`src/rtl/arilla_bus_stall_gen.sv`:
```
// Generates the arilla bus `available` signal in one of four selectable stall modes:
// ready, periodic duty, LFSR random, or per-request wait states. Also has a liveness watchdog.
//
// state    | meaning
// ---------+-----------------------------------------------------------
// PH_HIGH  | periodic: available high phase (also the restart state)
// PH_LOW   | periodic: available low phase
// PH_IDLE  | wait-state: no stall in progress, accepting requests
// PH_STALL | wait-state: holding available low for cfg_wait cycles
module arilla_bus_stall_gen #(
    parameter int          CountWidth  = 8,
    parameter int          LfsrWidth   = 16,
    parameter logic [31:0] LfsrSeed    = 32'h0000_ACE1,
    parameter int          DefaultMode = 1,
    parameter int          DefaultHi   = 4,
    parameter int          DefaultLo   = 4,
    parameter int          StatWidth   = 32
) (
    input  logic                  clk,
    input  logic                  rst,
    input  logic                  cfg_load,
    input  logic [1:0]            cfg_mode,
    input  logic [CountWidth-1:0] cfg_hi,
    input  logic [CountWidth-1:0] cfg_lo,
    input  logic [7:0]            cfg_threshold,
    input  logic [CountWidth-1:0] cfg_wait,
    input  logic [CountWidth-1:0] cfg_max_stall,
    input  logic                  req,
    output logic                  available,
    output logic [StatWidth-1:0]  stall_count,
    output logic                  watchdog_hit
);

    typedef enum logic [1:0] {
        PH_HIGH  = 2'd0,
        PH_LOW   = 2'd1,
        PH_IDLE  = 2'd2,
        PH_STALL = 2'd3
    } phase_t;

    localparam logic [1:0] ModeReady    = 2'd0;
    localparam logic [1:0] ModePeriodic = 2'd1;
    localparam logic [1:0] ModeRandom   = 2'd2;
    localparam logic [1:0] ModeWait     = 2'd3;

    localparam logic [LfsrWidth-1:0] Taps =
        (LfsrWidth == 32) ? LfsrWidth'(32'h8020_0003) : LfsrWidth'(32'h0000_B400);
    localparam logic [LfsrWidth-1:0] SeedRaw = LfsrWidth'(LfsrSeed);
    // An all-zero Galois LFSR never leaves zero, so a zero seed is promoted to 1.
    localparam logic [LfsrWidth-1:0] SeedEff = (SeedRaw == '0) ? LfsrWidth'(1) : SeedRaw;

    logic [1:0]            mode_q;
    logic [CountWidth-1:0] hi_q;
    logic [CountWidth-1:0] lo_q;
    logic [7:0]            thr_q;
    logic [CountWidth-1:0] wait_q;
    logic [CountWidth-1:0] max_stall_q;

    phase_t                phase_q;
    phase_t                phase_d;
    logic [CountWidth-1:0] cnt_q;
    logic [CountWidth-1:0] cnt_d;
    logic [CountWidth:0]   cnt_inc;
    logic [CountWidth-1:0] run_q;
    logic [CountWidth-1:0] run_next;
    logic [LfsrWidth-1:0]  lfsr_q;
    logic [LfsrWidth-1:0]  lfsr_next;
    logic                  mode_avail;
    logic                  wd_fire;
    logic                  avail_d;

    always_ff @(posedge clk) begin
        if (rst) begin
            mode_q       <= 2'(DefaultMode);
            hi_q         <= CountWidth'(DefaultHi);
            lo_q         <= CountWidth'(DefaultLo);
            thr_q        <= '0;
            wait_q       <= '0;
            max_stall_q  <= '0;
            phase_q      <= PH_HIGH;
            cnt_q        <= '0;
            run_q        <= '0;
            lfsr_q       <= SeedEff;
            available    <= 1'b1;
            watchdog_hit <= 1'b0;
            stall_count  <= '0;
        end else begin
            lfsr_q <= lfsr_next;
            if (!available && !(&stall_count)) begin
                stall_count <= stall_count + StatWidth'(1);
            end
            if (cfg_load) begin
                mode_q       <= cfg_mode;
                hi_q         <= cfg_hi;
                lo_q         <= cfg_lo;
                thr_q        <= cfg_threshold;
                wait_q       <= cfg_wait;
                max_stall_q  <= cfg_max_stall;
                phase_q      <= PH_HIGH;
                cnt_q        <= '0;
                run_q        <= '0;
                available    <= 1'b1;
                watchdog_hit <= 1'b0;
            end else begin
                phase_q      <= phase_d;
                cnt_q        <= cnt_d;
                run_q        <= run_next;
                available    <= avail_d;
                watchdog_hit <= wd_fire;
            end
        end
    end

    always_comb begin
        lfsr_next = {1'b0, lfsr_q[LfsrWidth-1:1]} ^ (lfsr_q[0] ? Taps : '0);

        run_next = '0;
        if (!available) begin
            run_next = (&run_q) ? run_q : run_q + CountWidth'(1);
        end
        wd_fire = (max_stall_q != '0) && (run_next >= max_stall_q);

        cnt_inc    = {1'b0, cnt_q} + (CountWidth + 1)'(1);
        phase_d    = phase_q;
        cnt_d      = cnt_q;
        mode_avail = 1'b1;

        case (mode_q)
            ModeReady: begin
                mode_avail = 1'b1;
            end
            ModePeriodic: begin
                // Zero-length phases are skipped; with both zero we stay high.
                if (phase_q == PH_LOW) begin
                    if (cnt_inc < {1'b0, lo_q}) begin
                        cnt_d      = cnt_inc[CountWidth-1:0];
                        mode_avail = 1'b0;
                    end else if (hi_q != '0) begin
                        phase_d    = PH_HIGH;
                        cnt_d      = '0;
                        mode_avail = 1'b1;
                    end else begin
                        cnt_d      = '0;
                        mode_avail = 1'b0;
                    end
                end else begin
                    if (cnt_inc < {1'b0, hi_q}) begin
                        phase_d    = PH_HIGH;
                        cnt_d      = cnt_inc[CountWidth-1:0];
                        mode_avail = 1'b1;
                    end else if (lo_q != '0) begin
                        phase_d    = PH_LOW;
                        cnt_d      = '0;
                        mode_avail = 1'b0;
                    end else begin
                        phase_d    = PH_HIGH;
                        cnt_d      = '0;
                        mode_avail = 1'b1;
                    end
                end
            end
            ModeRandom: begin
                mode_avail = (lfsr_next[7:0] >= thr_q);
            end
            ModeWait: begin
                // A watchdog-forced cycle still advances the stall count.
                if (phase_q == PH_STALL) begin
                    if (cnt_inc < {1'b0, wait_q}) begin
                        cnt_d      = cnt_inc[CountWidth-1:0];
                        mode_avail = 1'b0;
                    end else begin
                        phase_d    = PH_IDLE;
                        cnt_d      = '0;
                        mode_avail = 1'b1;
                    end
                end else if (available && req && (wait_q != '0)) begin
                    phase_d    = PH_STALL;
                    cnt_d      = '0;
                    mode_avail = 1'b0;
                end else begin
                    phase_d    = PH_IDLE;
                    cnt_d      = '0;
                    mode_avail = 1'b1;
                end
            end
            default: begin
                mode_avail = 1'b1;
            end
        endcase

        avail_d = mode_avail | wd_fire;
    end

endmodule

```
`config.mk`:
```
export PLATFORM = sky130hd
export DESIGN_NAME = arilla_bus_stall_gen
export DESIGN_NICKNAME = d
export VERILOG_FILES = /design/src/rtl/arilla_bus_stall_gen.sv
export SDC_FILE = /design/constraint.sdc
export NUM_CORES = 1
export LEC_CHECK = 0
export CORE_UTILIZATION = 30
export DETAILED_ROUTE_END_ITERATION = 12
export SLEW_MARGIN = 20
export SYNTH_ARGS = -nofsm -noshare
export SYNTH_HDL_FRONTEND = slang
export SYNTH_SLANG_ARGS = --single-unit
```
`constraint.sdc`:
```
create_clock -name clk -period 3.2 [get_ports clk]
set_input_delay 0.32 -clock clk [delete_from_list [all_inputs] [get_ports clk]]
set_output_delay 0.32 -clock clk [all_outputs]
set_load 0.01 [all_outputs]
```
==> summary.txt, run 1 <==
Global route
  • Pin count of the biggest net entering global routing: 34
  • Antenna violations before repair: 0
  • Global route overflow: 0
  • GRT Overall Usage: 13.8%
  • Number of global-route vias before repair: 4156
  • Global-route wire length before repair: 20500 um

Clock network
  • Clock latency on the worst-skew pair: 350 ps
  • Clock-pin slew on the worst setup and hold paths: 70 ps
  • Hold buffers post-CTS: 0
  • Clock buffer depth: 2
  • Number of CTS-inserted buffers: 9
  • Clock tree root buffer cell: sky130_fd_sc_hd__clkbuf_16
  • Number of H-tree branching levels: 3
  • CTS tree: built
  • Clock sink total: 110

Synth
  • Cell types occupying the most area after synthesis: sky130_fd_sc_hd__dfxtp_1 40%, sky130_fd_sc_hd__ha_1 9.1%, sky130_fd_sc_hd__mux2i_1 7.7%
  • Sequential share of the synthesized area: 40.1%
  • Cell type contributing the most total cell area after synthesis: sky130_fd_sc_hd__dfxtp_1
  • Area share of the largest cell type after synthesis: 40.1%
  • Total of flip-flops plus latches after synthesis: 110
  • Top flip-flop cell by instance count after synthesis: sky130_fd_sc_hd__dfxtp_1
  • Syn_area_per_cell: 8.85 um^2
  • Gate count after technology mapping: 620
  • Number of distinct library cells after synthesis: 44
  • Number of flops mapped to enable cells by yosys: 0
  • Syn nets: 706
  • Post-synthesis cell area: 0.00549 mm^2
  • Yosys warnings: 0
  • Share of synthesized flip-flops with an asynchronous set or reset: 0%

Finish
  • Antenna cells: 0
  • Commonest non-fill, non-tap cells in the layout: 110 x sky130_fd_sc_hd__dfxtp_1, 93 x sky130_fd_sc_hd__nor2_1, 77 x sky130_fd_sc_hd__clkdlybuf4s50_1
  • Share of final-layout standard cells stronger than drive strength 1: 6.45%
  • Area added between synthesis and finish: 25.7%
  • Commonest non-fill, non-tap cell in the layout: sky130_fd_sc_hd__dfxtp_1
  • Sequential cell area in the final layout: 0.00220 mm^2
  • Non-filler instance count after layout: 927
  • Total area of multi-input combinational cells: 0.00309 mm^2
  • FILL cells: 1844
  • Total number of nets in the final design: 779

Drt
  • First DRT Iteration DRCs: 120
  • Total DRC errors in the routed layout: 0
  • Count of antenna-violating nets left after detailed routing: 0
  • Number of iterations in the first detailed-routing pass: 4
  • WL per Instance: 13.5 um
  • Total routed wirelength: 12500 um
  • Total via count after detailed routing: 4477
  • Vias per cell: 4.83

Critical path
  • Capturing element type of the critical path: flip-flop
  • Worst Setup Path Type: reg2reg
  • CP startpoint kind: flip-flop
  • Endpoint arrival time on the critical path: 3220 ps
  • FF-to-FF setup slack: 260 ps
  • Cell family with the largest share of critical-path delay: compound AO/OA/AOI/OAI gates
  • Largest incremental delay on the critical path: 400 ps
  • Biggest fanout along the worst timing path: 8
  • Buf/Inv on CP: 0
  • Crit-path slowest cell: sky130_fd_sc_hd__or3_1
  • Most frequent cell on the critical path: sky130_fd_sc_hd__ha_1
  • Cells along the critical path: ha_1 > nand4_1 > xnor2_2 > ha_1 > a21o_1 > a211o_1 > a211oi_4 > a311oi_2 > or3_1 > a21oi_1
  • Endpoint required time on the critical path: 3480 ps

Flow run
  • Max-cap violations: 0

Die
  • Die Area: 0.0188 mm^2
  • Rows: 49
  • Die height: 137 um
  • Core region area: 0.0180 mm^2
  • Initial standard-cell utilization of the core: 30.5%
  • Chip width: 137 um
  • Count of pins on the block boundary: 80

Run status
  • Run status: complete, no violations

Timing
  • Post-route clock skew: 8.66 ps
  • Maximum frequency from static timing analysis: 340 MHz
  • Least-Margin Pin Slew: 702 ps
  • Final number of max-transition violations: 0
  • Final Cycle Share: 91.9%
  • Minimum period implied by the final worst setup slack: 2940 ps
  • Setup repair after global routing missed its margin: no
  • Rel. slew slack: 53.2%
  • Final setup violation count: 0
  • Final total negative setup slack: 0 ps
  • Smallest setup slack after layout: 258 ps
  • Final hold vios: 0

Place
  • HPWL reported at the end of detailed placement: 9260 um
  • Port Buffer Count: 79
  • Instance count after placement with tap cells included: 911
  • Routability-driven placement congestion ratio: 0.851
  • Worst slack, placed: 72.4 ps

Pwr
  • Leakage power figure: 2.75 nW
  • Highest ir drop seen on vdd: 0.000266 V
  • Power per standard cell area: 433 mW/mm^2
  • Overall power of the completed layout: 2.99 mW

Worst hold path
  • Min-delay worst type: in2reg
registers in the layout, indices dropped and copies added (netlist names), 8 cells and up:
register and count:
lfsr_q 16, max_stall_q 8, run_q 8, wait_q 8, thr_q 8, hi_q 8
lo_q 8, stall_count 32, cnt_q 8
worst reg2reg max path, delay by kind of cell (launching register included):
kind	cells	cell delay, ps
adders and majority gates	2	550
and+or+nand+nor	2	610
AOI/OAI and AO/OA	5	1090
DFF	1	370
xor gates and xnor gates	1	250
power by group:
part	internal [mW]	switching [mW]
clock network	0.710	0.512
logic	0.153	0.151
registers	1.42	0.0412
synthesized netlist by cell type, drive strengths merged, types with 2 or more instances:
| cell | n |
|---|---|
| or3 | 6 |
| xor2 | 30 |
| inv | 42 |
| nand4 | 24 |
| dfxtp | 110 |
| nor4 | 12 |
| buf | 3 |
| a211o | 5 |
| and2 | 6 |
| nand4b | 3 |
| o211ai | 5 |
| ha | 40 |
| nand2b | 7 |
| or2 | 8 |
| a31oi | 3 |
| a21oi | 14 |
| or4 | 3 |
| clkbuf | 22 |
| xnor2 | 11 |
| nand2 | 35 |
| nor2b | 8 |
| o31ai | 3 |
| a2111oi | 2 |
| nor3 | 11 |
| and3 | 15 |
| mux2i | 42 |
| nand3 | 21 |
| a211oi | 9 |
| o21ai | 9 |
| a21o | 4 |
| and4 | 5 |
| nor2 | 93 |
through the flow:
step	utilization [%]	hold WS, ps	area, um^2
after detailed placement	36.3	402	6520
after global routing	38.4	404	6890
after global placement	36.3	393	6520
after CTS	38.1	374	6840
final	38.4	368	6890
after floorplan	-	389	5490
timing repair:
action,CTS,global route
setup endpoints to repair,1,6
hold endpoints to repair,0,0
buffers inserted,0,0
gates resized for setup,1,7
final cells by class:
class	instances	area share, %
Clock buffer	13	3.63
Clock inverter	3	0.980
Inverter	42	2.29
Multi-Input combinational cell	443	44.8
Sequential cell	110	31.9
Tap cell	229	4.16
Timing Repair Buffer	87	12.2
cell families after synthesis:
group / after synthesis / share of synthesized area (%)
adders and majority gates: 40 / 9.12
and+or+nand+nor: 259 / 23.7
xor gates and xnor gates: 41 / 6.55
AOI/OAI and AO/OA: 61 / 8.26
buffers and inverters: 67 / 4.58
DFF: 110 / 40.1
muxes: 42 / 7.66
routing by layer:
metal  GRT usage (%)  vias to the layer above  share of wire [%]
met1            18.4                     2078                 50
met4            5.80                        0                1.8
met3            2.61                       16                4.2
li1                -                     2301                  -
met2            21.9                       82                 44
met5               0                        -                  0
path summary, 6_finish.rpt:
| path | start | endpoint | cells past startpoint |
|---|---|---|---|
| worst max-delay path | cnt_q[1] | cnt_q[7] | 10 |
| worst min-delay path | rst | stall_count[14] | 2 |
| worst max register to register | cnt_q[1] | cnt_q[7] | 10 |
| worst min register to register | lfsr_q[12] | lfsr_q[11] | 1 |
(Power assumes the default switching activity.)
==> inputs of run 2 (changes only) <==
- clock period: 3.2 -> 2.8 ns (I/O delays scaled with it)
==> run 2 against run 1 <==
  * Core utilization increased by 1.5 points
  * Wire length grew 3.8%
  * Critical path depth up 1
  * Total power up 12%
  * Clock power grew 6%
  * Sequential share of layout area is 1.1 points lower
  * Clock skew about the same
  * Maximum frequency is 9.8% higher
  * Worst hold slack improved by 13 ps
  * Critical path type unchanged
  * Critical endpoint is now cnt_q[3]
  * Largest power group unchanged
==> summary.txt, run 2 (same netlist as run 1, synthesis figures left out) <==
Timing
  • Rel. slew slack: 57.8% (was 53.2%)
  • Final Cycle Share: 95.7% (was 91.9%)
  • Smallest setup slack after layout: 120 ps (was 258 ps)
  • Final number of max-transition violations: 0 (unchanged)
  • Least-Margin Pin Slew: 634 ps (was 702 ps)
  • Maximum frequency from static timing analysis: 373 MHz (was 340 MHz)
  • Post-route clock skew: 9.05 ps (was 8.66 ps)
  • Minimum period implied by the final worst setup slack: 2680 ps (was 2940 ps)
  • Final setup violation count: 0 (unchanged)
  • Final hold vios: 0 (unchanged)
  • Worst hold margin: 381 ps (was 368 ps)
  • Final total negative setup slack: 0 ps (unchanged)
  • Setup repair after global routing missed its margin: yes (was no)

Finish
  • Final core utilization: 39.9% (was 38.4%)
  • Share of final-layout standard cells stronger than drive strength 1: 12.3% (was 6.45%)
  • Total area of multi-input combinational cells: 0.00315 mm^2 (was 0.00309 mm^2)
  • Commonest non-fill, non-tap cell in the layout: sky130_fd_sc_hd__dfxtp_1 (unchanged)
  • Top register by number of flip-flops: stall_count (unchanged)
  • Antenna cells: 0 (unchanged)
  • Non-filler instance count after layout: 954 (was 927)
  • Total number of nets in the final design: 807 (was 779)
  • Post-route design area: 0.00717 mm^2 (was 0.00689 mm^2)
  • Sequential cell area in the final layout: 0.00221 mm^2 (was 0.00220 mm^2)
  • Area added between synthesis and finish: 30.7% (was 25.7%)
  • FILL cells: 1791 (was 1844)
  • Number of flip-flops under the largest register name: 32 (unchanged)
  • Largest registers in the final layout: stall_count x32, lfsr_q x16 (unchanged)
  • Commonest non-fill, non-tap cells in the layout: 105 x sky130_fd_sc_hd__dfxtp_1, 93 x sky130_fd_sc_hd__nor2_1, 77 x sky130_fd_sc_hd__clkdlybuf4s50_1 (was 110 x sky130_fd_sc_hd__dfxtp_1, 93 x sky130_fd_sc_hd__nor2_1, 77 x sky130_fd_sc_hd__clkdlybuf4s50_1)

Pwr
  • Sequential fraction of design power: 50.0% (was 48.9%)
  • Switching share of total power: 24.1% (was 23.6%)
  • Power per standard cell area: 465 mW/mm^2 (was 433 mW/mm^2)
  • Part of the total power dissipated in combinational logic: 11.3% (was 10.2%)
  • Int Pwr: 2.53 mW (was 2.28 mW)
  • Clock group share of total power: 38.8% (was 40.9%)
  • Net Switching: 0.805 mW (was 0.704 mW)
  • Leakage power figure: 2.90 nW (was 2.75 nW)
  • Highest ir drop seen on vdd: 0.000283 V (was 0.000266 V)
  • Overall power of the completed layout: 3.33 mW (was 2.99 mW)

Flow run
  • Max-cap violations: 0 (unchanged)

Global route
  • Global route overflow: 0 (unchanged)
  • Pin count of the biggest net entering global routing: 87 (was 34)
  • GRT Overall Usage: 14.2% (was 13.8%)
  • Antenna violations before repair: 0 (unchanged)
  • Global-route wire length before repair: 20900 um (was 20500 um)
  • Number of global-route vias before repair: 4217 (was 4156)

Critical path
  • Crit-path slowest cell: sky130_fd_sc_hd__dfxtp_4 (was sky130_fd_sc_hd__or3_1)
  • Capturing element type of the critical path: flip-flop (unchanged)
  • Biggest fanout along the worst timing path: 8 (unchanged)
  • Buf/Inv on CP: 1 (was 0)
  • CP startpoint kind: flip-flop (unchanged)
  • Worst Setup Path Type: reg2reg (unchanged)
  • Cells along the critical path: ha_4 > nand4_1 > xnor2_2 > ha_1 > a21o_1 > a211o_1 > a211oi_2 > a311oi_2 > buf_4 > or3_1 > a21oi_1 (was ha_1 > nand4_1 > xnor2_2 > ha_1 > a21o_1 > a211o_1 > a211oi_4 > a311oi_2 > or3_1 > a21oi_1)
  • Endpoint arrival time on the critical path: 2970 ps (was 3220 ps)
  • Largest incremental delay on the critical path: 380 ps (was 400 ps)
  • Cell family with the largest share of critical-path delay: compound AO/OA/AOI/OAI gates (unchanged)
  • Endpoint required time on the critical path: 3090 ps (was 3480 ps)

Clock network
  • Clock-pin slew on the worst setup and hold paths: 70 ps (about the same)
  • CTS tree: built (unchanged)
  • Clock tree root buffer cell: sky130_fd_sc_hd__clkbuf_16 (unchanged)
  • Number of CTS-inserted buffers: 9 (unchanged)
  • Clock sink total: 110 (unchanged)
  • Number of H-tree branching levels: 3 (unchanged)
  • Clock buffer depth: 2 (unchanged)
  • Clock latency on the worst-skew pair: 360 ps (was 350 ps)

Drt
  • Total routed wirelength: 13000 um (was 12500 um)
  • Total DRC errors in the routed layout: 0 (unchanged)
  • Number of iterations in the first detailed-routing pass: 4 (unchanged)
  • Total via count after detailed routing: 4551 (was 4477)
  • First DRT Iteration DRCs: 169 (was 120)
  • Count of antenna-violating nets left after detailed routing: 0 (unchanged)
  • Vias per cell: 4.77 (was 4.83)
  • WL per Instance: 13.6 um (was 13.5 um)

Die
  • Die height: 137 um (unchanged)
  • Rows: 49 (unchanged)
  • Initial standard-cell utilization of the core: 30.5% (unchanged)
  • Chip width: 137 um (unchanged)
  • Die Area: 0.0188 mm^2 (unchanged)
  • Core region area: 0.0180 mm^2 (unchanged)
  • Count of pins on the block boundary: 80 (unchanged)

Place
  • Worst slack, placed: -29.8 ps (was 72.4 ps)
  • HPWL reported at the end of detailed placement: 9180 um (was 9260 um)
  • Instance area at placement: 0.00672 mm^2 (was 0.00652 mm^2)
  • Routability-driven placement congestion ratio: 0.859 (was 0.851)
  • Instance count after placement with tap cells included: 935 (was 911)
  • Port Buffer Count: 79 (unchanged)

Worst hold path
  • Min-delay worst type: in2reg (unchanged)

Run status
  • Run status: complete, no violations (unchanged)
==> run 2: power by group through the flow <==
| stage | Sequential (mW) | Combinational, mW | Clock, mW |
|---|---|---|---|
| after floorplan | 1.69 | 0.218 | 0 |
| after global placement | 1.70 | 0.365 | 0 |
| after detailed placement | 1.70 | 0.369 | 0 |
| after CTS | 1.67 | 0.373 | 1.35 |
| after global routing | 1.67 | 0.421 | 1.40 |
| final | 1.67 | 0.377 | 1.29 |
==> run 2: per-layer routing <==
metal  share of wire, %  global-route usage (%)  vias to the layer above
met1                 49                    19.1                     2112
met3                2.7                    2.28                       22
li1                   -                       -                     2356
met5                  0                       0                        -
met2                 45                    22.4                       61
met4                2.6                    6.04                        0
==> run 2: tightest hold or removal path, delay by kind of cell <==
family                 cells  cell delay, ps
muxes                      1             150
buffers and inverters      1             200
and+or+nand+nor            1              70
==> run 2: layout make-up <==
type	instances	area share, %
Multi-Input combinational cell	443	43.9
Tap cell	229	4.00
Timing Repair Buffer	115	15.0
Sequential cell	110	30.8
Clock inverter	4	0.663
Inverter	42	2.20
Clock buffer	11	3.39
==> run 2: path summary, 6_finish.rpt <==
| path | from | to | slack [ps] | cells after the start |
|---|---|---|---|---|
| worst min-delay path | cfg_load | max_stall_q[1] | 380 | 3 |
| worst max-delay path | cnt_q[0] | cnt_q[3] | 120 | 11 |
| worst min register to register | lfsr_q[12] | lfsr_q[11] | 410 | 1 |
| worst max register to register | cnt_q[0] | cnt_q[3] | 120 | 11 |
==> run 2: timing repair <==
| action | 4_1_cts | 5_1_grt |
|---|---|---|
| endpoints found under the hold margin | 0 | 0 |
| hold buffers | 0 | 0 |
| setup endpoints to repair | 5 | 11 |
| pin swaps | 0 | 16 |
| resized for setup | 2 | 26 |
| setup buffers | 0 | 4 |
==> inputs of run 3 (changes only) <==
- CORE_MARGIN: unset -> 3
==> run 3 against run 2 <==
  * Final area increased by 0.54%
  * Cell count up 0.10%
  * Core utilization rose by 1.1 points
  * Non-clock buffer count grew 4
  * Via count increased by 0.73%
  * Maximum frequency decreased by 0.20%
  * Largest cell class unchanged
  * Clock power increased by 3%
  * Largest power group unchanged
==> summary.txt, run 3 (same netlist as run 1, synthesis figures left out) <==
Timing
  • Final Cycle Share: 95.9% (was 95.7%)
  • Final setup violation count: 0 (unchanged)
  • Final number of max-transition violations: 0 (unchanged)
  • Post-route clock skew: 10.2 ps (was 9.05 ps)
  • Rel. slew slack: 58.9% (was 57.8%)
  • Setup repair after global routing missed its margin: yes (unchanged)
  • Minimum period implied by the final worst setup slack: 2680 ps (about the same)
  • Least-Margin Pin Slew: 616 ps (was 634 ps)
  • Maximum frequency from static timing analysis: 372 MHz (was 373 MHz)
  • Final hold vios: 0 (unchanged)

Worst hold path
  • Min-delay worst type: in2reg (unchanged)
  • Number of stages on the worst hold path: 3 (unchanged)

Flow run
  • Max-cap violations: 0 (unchanged)

Run status
  • Run status: complete, no violations (unchanged)

Drt
  • WL per Instance: 13.8 um (was 13.6 um)
  • Count of antenna-violating nets left after detailed routing: 0 (unchanged)
  • First DRT Iteration DRCs: 214 (was 169)
  • Total routed wirelength: 13200 um (was 13000 um)
  • Total DRC errors in the routed layout: 0 (unchanged)
  • Vias per cell: 4.80 (was 4.77)
  • Total via count after detailed routing: 4584 (was 4551)
  • Number of iterations in the first detailed-routing pass: 4 (unchanged)

Clock network
  • Clock buffer depth: 2 (unchanged)
  • Number of CTS-inserted buffers: 9 (unchanged)
  • Clock tree root buffer cell: sky130_fd_sc_hd__clkbuf_16 (unchanged)
  • Number of H-tree branching levels: 3 (unchanged)
  • Clock-pin slew on the worst setup and hold paths: 80 ps (was 70 ps)
  • Clock latency on the worst-skew pair: 350 ps (was 360 ps)
  • CTS tree: built (unchanged)
  • Clock sink total: 110 (unchanged)

Finish
  • Total area of multi-input combinational cells: 0.00316 mm^2 (was 0.00315 mm^2)
  • Antenna cells: 0 (unchanged)
  • Area added between synthesis and finish: 31.4% (was 30.7%)
  • Non-filler instance count after layout: 955 (was 954)
  • Share of final-layout standard cells stronger than drive strength 1: 13.4% (was 12.3%)
  • Number of flip-flops under the largest register name: 32 (unchanged)
  • Commonest non-fill, non-tap cell in the layout: sky130_fd_sc_hd__dfxtp_1 (unchanged)
  • Commonest non-fill, non-tap cells in the layout: 106 x sky130_fd_sc_hd__dfxtp_1, 93 x sky130_fd_sc_hd__nor2_1, 77 x sky130_fd_sc_hd__clkdlybuf4s50_1 (was 105 x sky130_fd_sc_hd__dfxtp_1, 93 x sky130_fd_sc_hd__nor2_1, 77 x sky130_fd_sc_hd__clkdlybuf4s50_1)
  • FILL cells: 1771 (was 1791)
  • Post-route design area: 0.00721 mm^2 (was 0.00717 mm^2)
  • Sequential cell area in the final layout: 0.00221 mm^2 (about the same)
  • Top register by number of flip-flops: stall_count (unchanged)
  • Largest registers in the final layout: stall_count x32, lfsr_q x16 (unchanged)
  • Total number of nets in the final design: 811 (was 807)

Die
  • Chip width: 141 um (was 137 um)
  • Count of pins on the block boundary: 80 (unchanged)
  • Initial standard-cell utilization of the core: 31.2% (was 30.5%)
  • Core region area: 0.0176 mm^2 (was 0.0180 mm^2)
  • Rows: 48 (was 49)
  • Die Area: 0.0199 mm^2 (was 0.0188 mm^2)
  • Die height: 141 um (was 137 um)

Place
  • Routability-driven placement congestion ratio: 0.870 (was 0.859)
  • Instance count after placement with tap cells included: 936 (was 935)
  • Port Buffer Count: 79 (unchanged)
  • HPWL reported at the end of detailed placement: 9720 um (was 9180 um)
  • Instance area at placement: 0.00673 mm^2 (was 0.00672 mm^2)

Critical path
  • Biggest fanout along the worst timing path: 8 (unchanged)
  • Endpoint arrival time on the critical path: 2960 ps (was 2970 ps)
  • CP startpoint kind: flip-flop (unchanged)
  • Capturing element type of the critical path: flip-flop (unchanged)
  • Endpoint required time on the critical path: 3080 ps (was 3090 ps)
  • FF-to-FF path depth: 11 (unchanged)
  • Worst Setup Path Type: reg2reg (unchanged)

Global route
  • Number of global-route vias before repair: 4485 (was 4217)
  • Antenna violations before repair: 0 (unchanged)
  • Pin count of the biggest net entering global routing: 29 (was 87)
  • Global-route wire length before repair: 21900 um (was 20900 um)
  • Met3 track utilization from global routing: 2.68% (was 2.28%)
  • GRT Overall Usage: 13.5% (was 14.2%)
  • Global Route met1 Usage: 18.1% (was 19.1%)
  • Global route hottest layer: met2 (unchanged)
  • Global route overflow: 0 (unchanged)
  • Global Route met2 Usage: 21.1% (was 22.4%)

Pwr
  • Highest ir drop seen on vdd: 0.000295 V (was 0.000283 V)
  • Leakage power figure: 2.93 nW (was 2.90 nW)
  • Power per standard cell area: 469 mW/mm^2 (was 465 mW/mm^2)
-- run 3: cell types whose count changed in the layout (fill, tap and decap cells not counted), moves of 2 or more --
cell / previous run / this run
sky130_fd_sc_hd__buf_4: 34 / 40
sky130_fd_sc_hd__a21oi_1: 14 / 12
sky130_fd_sc_hd__a21oi_2: 0 / 2
sky130_fd_sc_hd__buf_12: 2 / 0
sky130_fd_sc_hd__clkinv_4: 0 / 2
sky130_fd_sc_hd__dfxtp_2: 4 / 2
sky130_fd_sc_hd__or3_1: 6 / 4
sky130_fd_sc_hd__or3_4: 0 / 2
-- run 3: metrics by stage --
step                      total power, mW  TNS, ps  hold WS (ps)  worst slack [ps]  utilization [%]
after floorplan                      1.91        0           389              61.3                -
after global placement               2.06        0           394              3.39             38.3
after detailed placement             2.06     -164           414             -42.2             38.3
after CTS                            3.42        0           377              4.08             40.1
after global routing                 3.54     -268           394             -60.4             41.0
final                                3.38        0           381               115             41.0
-- run 3: critical path: stages (launching register included) --
cell and delay [ps]:
sky130_fd_sc_hd__dfxtp_4 370, sky130_fd_sc_hd__ha_4 130, sky130_fd_sc_hd__nand4_1 170, sky130_fd_sc_hd__xnor2_2 190, sky130_fd_sc_hd__ha_1 320, sky130_fd_sc_hd__a21o_1 160, sky130_fd_sc_hd__a211o_1 260, sky130_fd_sc_hd__a211oi_2 300
sky130_fd_sc_hd__a311oi_2 70, sky130_fd_sc_hd__buf_4 190, sky130_fd_sc_hd__or3_4 330, sky130_fd_sc_hd__a21oi_2 120
-- run 3: layout make-up --
class                           count  share of cell area [%]
Clock buffer                       11                    3.51
Clock inverter                      5                   0.799
Inverter                           42                    2.19
Multi-Input combinational cell    443                    43.9
Sequential cell                   110                    30.7
Tap cell                          225                    3.91
Timing Repair Buffer              119                    15.0
-- run 3: per-layer routing --
| layer | routed length (um) | up-vias |
|---|---|---|
| met4 | 280 | 0 |
| met5 | 0 | - |
| met1 | 6260 | 2129 |
| li1 | - | 2361 |
| met2 | 6050 | 76 |
| met3 | 593 | 18 |
-- run 3: path summary, 6_finish.rpt --
check | endpoint | startpoint | slack (ps)
hold / removal | max_stall_q[6] | cfg_load | 380
hold reg to reg | lfsr_q[11] | lfsr_q[12] | 420
setup reg to reg | cnt_q[3] | cnt_q[0] | 120
setup / recovery | cnt_q[3] | cnt_q[0] | 120
-- run 3: report_power, final --
group | internal (mW) | total [mW] | switching [mW]
clock network | 0.744 | 1.33 | 0.591
logic | 0.197 | 0.375 | 0.178
registers | 1.62 | 1.67 | 0.0476
total | 2.56 | 3.38 | 0.817
-- run 3: timing repair --
item / 4_1_cts / 5_1_grt
resized for setup: 5 / 29
setup buffers: 0 / 3
pin swaps: 1 / 20
hold buffers: 0 / 0
setup endpoints to repair: 5 / 11
